## config.mk

```make
export PLATFORM = sky130hd
export DESIGN_NAME = dac_pulse_driver
export DESIGN_NICKNAME = d
export VERILOG_FILES = /design/src/rtl/dac_pulse_driver.sv
export SDC_FILE = /design/constraint.sdc
export NUM_CORES = 1
export LEC_CHECK = 0
export CAP_MARGIN = 20
export CORE_MARGIN = 2
export CORE_UTILIZATION = 45
export CTS_BUF_LIST = sky130_fd_sc_hd__clkbuf_4
export CTS_CLUSTER_DIAMETER = 150
export DETAILED_ROUTE_END_ITERATION = 10
export MAX_ROUTING_LAYER = met4
export PLACE_DENSITY = 0.72
export SLEW_MARGIN = 20
export SYNTH_ARGS = -nofsm -noshare
export SYNTH_HDL_FRONTEND = slang
export SYNTH_SLANG_ARGS = --single-unit
```

## constraint.sdc

```tcl
create_clock -name clk_i -period 4.99 [get_ports clk_i]
set_input_delay 0.998 -clock clk_i [delete_from_list [all_inputs] [get_ports clk_i]]
set_output_delay 0.998 -clock clk_i [all_outputs]
set_load 0.005 [all_outputs]
```

## src/rtl/dac_pulse_driver.sv

```systemverilog
// Multi-channel DAC front end for the ReRAM crossbar line drivers.
// Runs one command at a time: ramp enabled channels to target, hold for the pulse width, then recover.
module dac_pulse_driver #(
    parameter int                N_CH      = 4,
    parameter int                DATA_W    = 8,
    parameter int                W_W       = 8,
    parameter int                RAMP_STEP = 16,
    parameter int                RECOV_CYC = 4,
    parameter logic [DATA_W-1:0] READ_CODE = 8'h20
) (
    input  logic                   clk_i,
    input  logic                   rst_ni,
    input  logic                   cmd_valid_i,
    output logic                   cmd_ready_o,
    input  logic [1:0]             cmd_mode_i,
    input  logic [W_W-1:0]         cmd_width_i,
    input  logic [N_CH*DATA_W-1:0] cmd_code_i,
    input  logic [N_CH-1:0]        cmd_mask_i,
    input  logic                   abort_i,
    output logic [N_CH*DATA_W-1:0] dac_o,
    output logic [N_CH-1:0]        dac_en_o,
    output logic                   polarity_o,
    output logic                   busy_o,
    output logic                   done_o,
    output logic                   aborted_o,
    output logic                   err_o
);
    localparam int RC_W = (RECOV_CYC > 1) ? $clog2(RECOV_CYC) : 1;
    localparam logic [1:0] MODE_READ  = 2'b00;
    localparam logic [1:0] MODE_RESET = 2'b10;
    localparam logic [1:0] MODE_ILL   = 2'b11;
    localparam logic [DATA_W:0] STEP_X = (DATA_W+1)'(RAMP_STEP);

    typedef enum logic [1:0] {IDLE, RAMP, PULSE, RECOVER} state_t;

    state_t                       state_q, state_d;
    logic [N_CH-1:0][DATA_W-1:0]  cur_q, cur_d;
    logic [N_CH-1:0][DATA_W-1:0]  tgt_q, tgt_d;
    logic [N_CH-1:0]              mask_q, mask_d;
    logic                         neg_q, neg_d;
    logic [W_W-1:0]               cnt_q, cnt_d;
    logic [RC_W-1:0]              rcnt_q, rcnt_d;
    logic                         abrt_q, abrt_d;
    logic                         ready_q, ready_d;
    logic                         busy_q, busy_d;
    logic [N_CH-1:0]              en_q, en_d;
    logic                         pol_q, pol_d;
    logic                         done_q, done_d;
    logic                         aborted_q, aborted_d;
    logic                         err_q, err_d;

    logic [N_CH-1:0][DATA_W-1:0]  in_tgt;
    logic [N_CH-1:0][DATA_W-1:0]  tgt_sel;
    logic [N_CH-1:0][DATA_W-1:0]  ramp;
    logic [N_CH-1:0][DATA_W:0]    sum_w;
    logic                         active_d;

    // Effective targets of the incoming command; disabled channels target zero.
    always_comb begin
        in_tgt = '0;
        for (int k = 0; k < N_CH; k++) begin
            if (cmd_mask_i[k]) begin
                in_tgt[k] = (cmd_mode_i == MODE_READ) ? READ_CODE
                                                      : cmd_code_i[k*DATA_W +: DATA_W];
            end
        end
    end

    assign tgt_sel = (state_q == IDLE) ? in_tgt : tgt_q;

    // One saturating ramp step per channel, computed one bit wider so it cannot wrap.
    always_comb begin
        ramp  = '0;
        sum_w = '0;
        for (int k = 0; k < N_CH; k++) begin
            sum_w[k] = {1'b0, cur_q[k]} + STEP_X;
            if (sum_w[k] > {1'b0, tgt_sel[k]}) begin
                ramp[k] = tgt_sel[k];
            end else begin
                ramp[k] = sum_w[k][DATA_W-1:0];
            end
        end
    end

    always_comb begin
        state_d = state_q;
        cur_d   = cur_q;
        tgt_d   = tgt_q;
        mask_d  = mask_q;
        neg_d   = neg_q;
        cnt_d   = cnt_q;
        rcnt_d  = rcnt_q;
        abrt_d  = abrt_q;
        err_d   = 1'b0;

        unique case (state_q)
            IDLE: begin
                if (cmd_valid_i) begin
                    if (cmd_mode_i == MODE_ILL || cmd_width_i == '0) begin
                        err_d = 1'b1;
                    end else begin
                        tgt_d  = in_tgt;
                        mask_d = cmd_mask_i;
                        neg_d  = (cmd_mode_i == MODE_RESET);
                        cnt_d  = cmd_width_i - W_W'(1);
                        abrt_d = 1'b0;
                        if (RAMP_STEP == 0 || cmd_mode_i == MODE_READ || in_tgt == '0) begin
                            state_d = PULSE;
                            cur_d   = in_tgt;
                        end else begin
                            state_d = RAMP;
                            cur_d   = ramp;
                        end
                    end
                end
            end
            RAMP: begin
                if (abort_i) begin
                    state_d = RECOVER;
                    cur_d   = '0;
                    rcnt_d  = RC_W'(RECOV_CYC - 1);
                    abrt_d  = 1'b1;
                end else if (cur_q == tgt_q) begin
                    state_d = PULSE;
                end else begin
                    cur_d = ramp;
                end
            end
            PULSE: begin
                if (abort_i || cnt_q == '0) begin
                    state_d = RECOVER;
                    cur_d   = '0;
                    rcnt_d  = RC_W'(RECOV_CYC - 1);
                    abrt_d  = abort_i;
                end else begin
                    cnt_d = cnt_q - W_W'(1);
                end
            end
            RECOVER: begin
                if (rcnt_q == '0) begin
                    state_d = IDLE;
                end else begin
                    rcnt_d = rcnt_q - RC_W'(1);
                end
            end
            default: state_d = IDLE;
        endcase

        // Outputs are registered, so they are derived from the next-state values.
        active_d  = (state_d == RAMP) || (state_d == PULSE);
        en_d      = active_d ? mask_d : '0;
        pol_d     = active_d & neg_d;
        busy_d    = (state_d != IDLE);
        ready_d   = (state_d == IDLE);
        done_d    = (state_d == RECOVER) && (rcnt_d == '0);
        aborted_d = done_d & abrt_d;
    end

    always_ff @(posedge clk_i or negedge rst_ni) begin
        if (!rst_ni) begin
            state_q   <= IDLE;
            cur_q     <= '0;
            tgt_q     <= '0;
            mask_q    <= '0;
            neg_q     <= 1'b0;
            cnt_q     <= '0;
            rcnt_q    <= '0;
            abrt_q    <= 1'b0;
            ready_q   <= 1'b1;
            busy_q    <= 1'b0;
            en_q      <= '0;
            pol_q     <= 1'b0;
            done_q    <= 1'b0;
            aborted_q <= 1'b0;
            err_q     <= 1'b0;
        end else begin
            state_q   <= state_d;
            cur_q     <= cur_d;
            tgt_q     <= tgt_d;
            mask_q    <= mask_d;
            neg_q     <= neg_d;
            cnt_q     <= cnt_d;
            rcnt_q    <= rcnt_d;
            abrt_q    <= abrt_d;
            ready_q   <= ready_d;
            busy_q    <= busy_d;
            en_q      <= en_d;
            pol_q     <= pol_d;
            done_q    <= done_d;
            aborted_q <= aborted_d;
            err_q     <= err_d;
        end
    end

    assign dac_o       = cur_q;
    assign dac_en_o    = en_q;
    assign polarity_o  = pol_q;
    assign busy_o      = busy_q;
    assign cmd_ready_o = ready_q;
    assign done_o      = done_q;
    assign aborted_o   = aborted_q;
    assign err_o       = err_q;

endmodule

```

==> flow_summary_export.csv <==
group,metric,value,unit
worst_setup_path,end_kind,"flip-flop",
cts,cts_hold_buf,0,
yosys,yosysSeqAreaShare,37.9,%
cts,cts.sinks,92,
yosys,synth_nets,781,
sta,tns,0,ps
sta,finalCritPeriodShare,78.8,%
cts,clock_latency,490,ps
sta,worst_pin_slew,920,ps
placed_design,place_area,7170,um2
routing,vias,5572,
floorplanning,die_h,120,um
worst_setup_path,cp_max_fo,13,
finish,final_cell_area,7320,um2
floorplanning,die_area,14400,um2
power,power_density,688,nW/um2
cts,cts_setup_buffers,0,
sta,setup_viol,0,
finish,drive_gt1_share,5.93,%
yosys,synth_edf_count,0,
worst_setup_path,reg2reg_to,"dac_o[29]",
hold_path,min_to,"mask_q[1]",
sta,report.final.slew_viol_count,0,
sta,rsz0062_at_grt,"false",
sta,worst_slack,1060,ps
grt,antenna_found_initial,0,
power,p_leak,3.19,nW
grt,grt_max_degree,68,
hold_path,hold_path_class,"reg -> reg",
finish,layout_commonest_cell,"dfrtp_1",
cts,cts_tree,"yes",
routing,first_pass_iters,5,
floorplanning,start_util,46.0,%
placed_design,io_buffers,91,
power,ir_drop,0.336,mV
hold_path,min_from,"mask_q[1]",
grt,grt_overflow,0,
yosys,ys_warn_count,0,
grt,grt_pass1_wl,27400,um
routing,drc,0,
sta,period_minus_slack,3930,ps
placed_design,gp_congestion,0.973,
cts,post_cts_resized,0,
finish,final_nets,865,
flow_run,cap_viol_max_count,0,
status,status,"finished clean",
placed_design,dpl.hpwl,12600,um
yosys,syn-instance-count,687,
cts,htreeDepth,3,
hold_path,hold_depth,1,
routing,drt_iter0_markers,417,
finish,final_cell_mix,"dfrtp_1 (91), clkdlybuf4s50_1 (90), nand2_1 (81), o21ai_0 (58), a21oi_1 (55)",
placed_design,post-place-ws,533,ps
yosys,async_flop_share,100,%
sta,clock_skew,25.9,ps
sta,fmax,0.254,GHz
finish,antenna_cells,0,
cts,cts_root_buffer,"clkbuf_4",
yosys,synth_cell_types,56,
worst_setup_path,critPathKind,"in -> reg",
power,power.total,5.03,mW
floorplanning,die_w,120,um
worst_setup_path,critical_path_required,5430,ps
cts,clkSlewWorstSetupHoldPaths,150,ps
routing,ant_nets,0,
routing,wl_per_cell,17.9,um
routing,vias_per_cell,5.85,
sta,hold_slack,510,ps
routing,wl,17100,um
floorplanning,rows,42,
finish,synthToLayoutAreaGrowth,20.5,%
yosys,synth_area,6070,um2
floorplanning,design.core.area,13200,um2
sta,slew_headroom,38.5,%
sta,final_hold_viol_count,0,
yosys,synthFlopType,"dfrtp_1",
floorplanning,ios,92,
cts,cts_buffers,9,
yosys,yosys_register_bits,92,
worst_setup_path,cp_data_arrival_time,4370,ps
worst_setup_path,r2r_setup_slack,1400,ps
worst_setup_path,reg2reg_from,"state_q[0]",
worst_setup_path,reg2regPathDepth,15,
grt,track_usage,24.9,%
yosys,syn-mean-instance-area,8.84,um2
worst_setup_path,cp-start-kind,"input port",
cts,clock_path_buffers,2,
grt,grt_pass1_vias,5390,
## metal layers
metal / up-vias / track usage (%) / part of all wire, %
met1: 2676 / 32.3 / 44
met4: 0 / 11.6 / 3.6
met2: 183 / 38.1 / 47
met3: 53 / 4.25 / 5.5
met5: - / - / 0
li1: 2660 / - / -
## synth_stat cells (all sizes together), types with 12 or more instances
cell     n  share of area (%)
a22o    14                2.0
dfrtp   91                 37
o21ai   62                5.1
nor4    12                1.2
nand3   17                1.4
nand2   81                5.0
clkbuf  16               0.99
xor2    39                5.6
buf     15                1.3
inv     25                1.5
nor2    47                2.9
a21oi   55                4.5
o21a    13                1.6
ha      44                9.1
## logic make-up after synthesis
logic type	count (synthesis)	share of synthesized area [%]
flops	92	37.9
compound gates	204	21.2
buf+inv	56	3.79
simple gates	228	18.1
mux	18	3.34
xor+xnor	45	6.49
fa+ha+maj	44	9.06
## power by group
part,internal (mW),switching [mW]
Sequential,1.06,0.330
Combinational,1.42,1.78
Clock,0.166,0.275
## cell type report
class	instances	area, um2
Fill cell	1181	5870
Clock inverter	5	62.6
Clock buffer	11	82.6
Sequential cell	92	2300
Multi-Input combinational cell	539	3550
Inverter	25	93.8
Timing Repair Buffer	104	1010
Tap cell	176	220
## worst max-delay path, cell delays in order
cell and delay (ps):
clkdlybuf4s50_1 610, nor2_1 80, buf_4 190, nor2b_1 420, nand2_1 140, nor2_1 110
a21oi_1 70, ha_1 320, nand4_1 140, nor4b_1 500, a21o_1 310, a21oi_1 160
o211ai_1 190, o21a_1 140
## metrics by stage
step | std cells | util [%]
2_1_floorplan | 687 | -
3_5_place_dp | 936 | 54.4
6_report | 952 | 55.5
4_1_cts | 952 | 55.5
3_3_place_gp | 936 | 54.4
5_1_grt | 952 | 55.5
## state kept, by name (all words and copies together) (netlist names), 2 cells and up
name / count
dac_en_o: 4
cnt_q: 8
tgt_q: 32
state_q: 2
rcnt_q: 2
mask_q: 4
dac_o: 32
## worst max path at each step
stage	cells after the start	startpoint	slack (ps)	to
after floorplan	18	state_q[0]	1250	dac_o[21]
final	14	cmd_mode_i[1]	1060	dac_o[13]
after global placement	14	cmd_mode_i[1]	730	dac_o[13]
after detailed placement	14	cmd_mode_i[1]	530	dac_o[13]
after CTS	14	cmd_mode_i[1]	1070	dac_o[13]
after global routing	14	cmd_mode_i[1]	740	dac_o[13]
(Power assumes the default switching activity.)
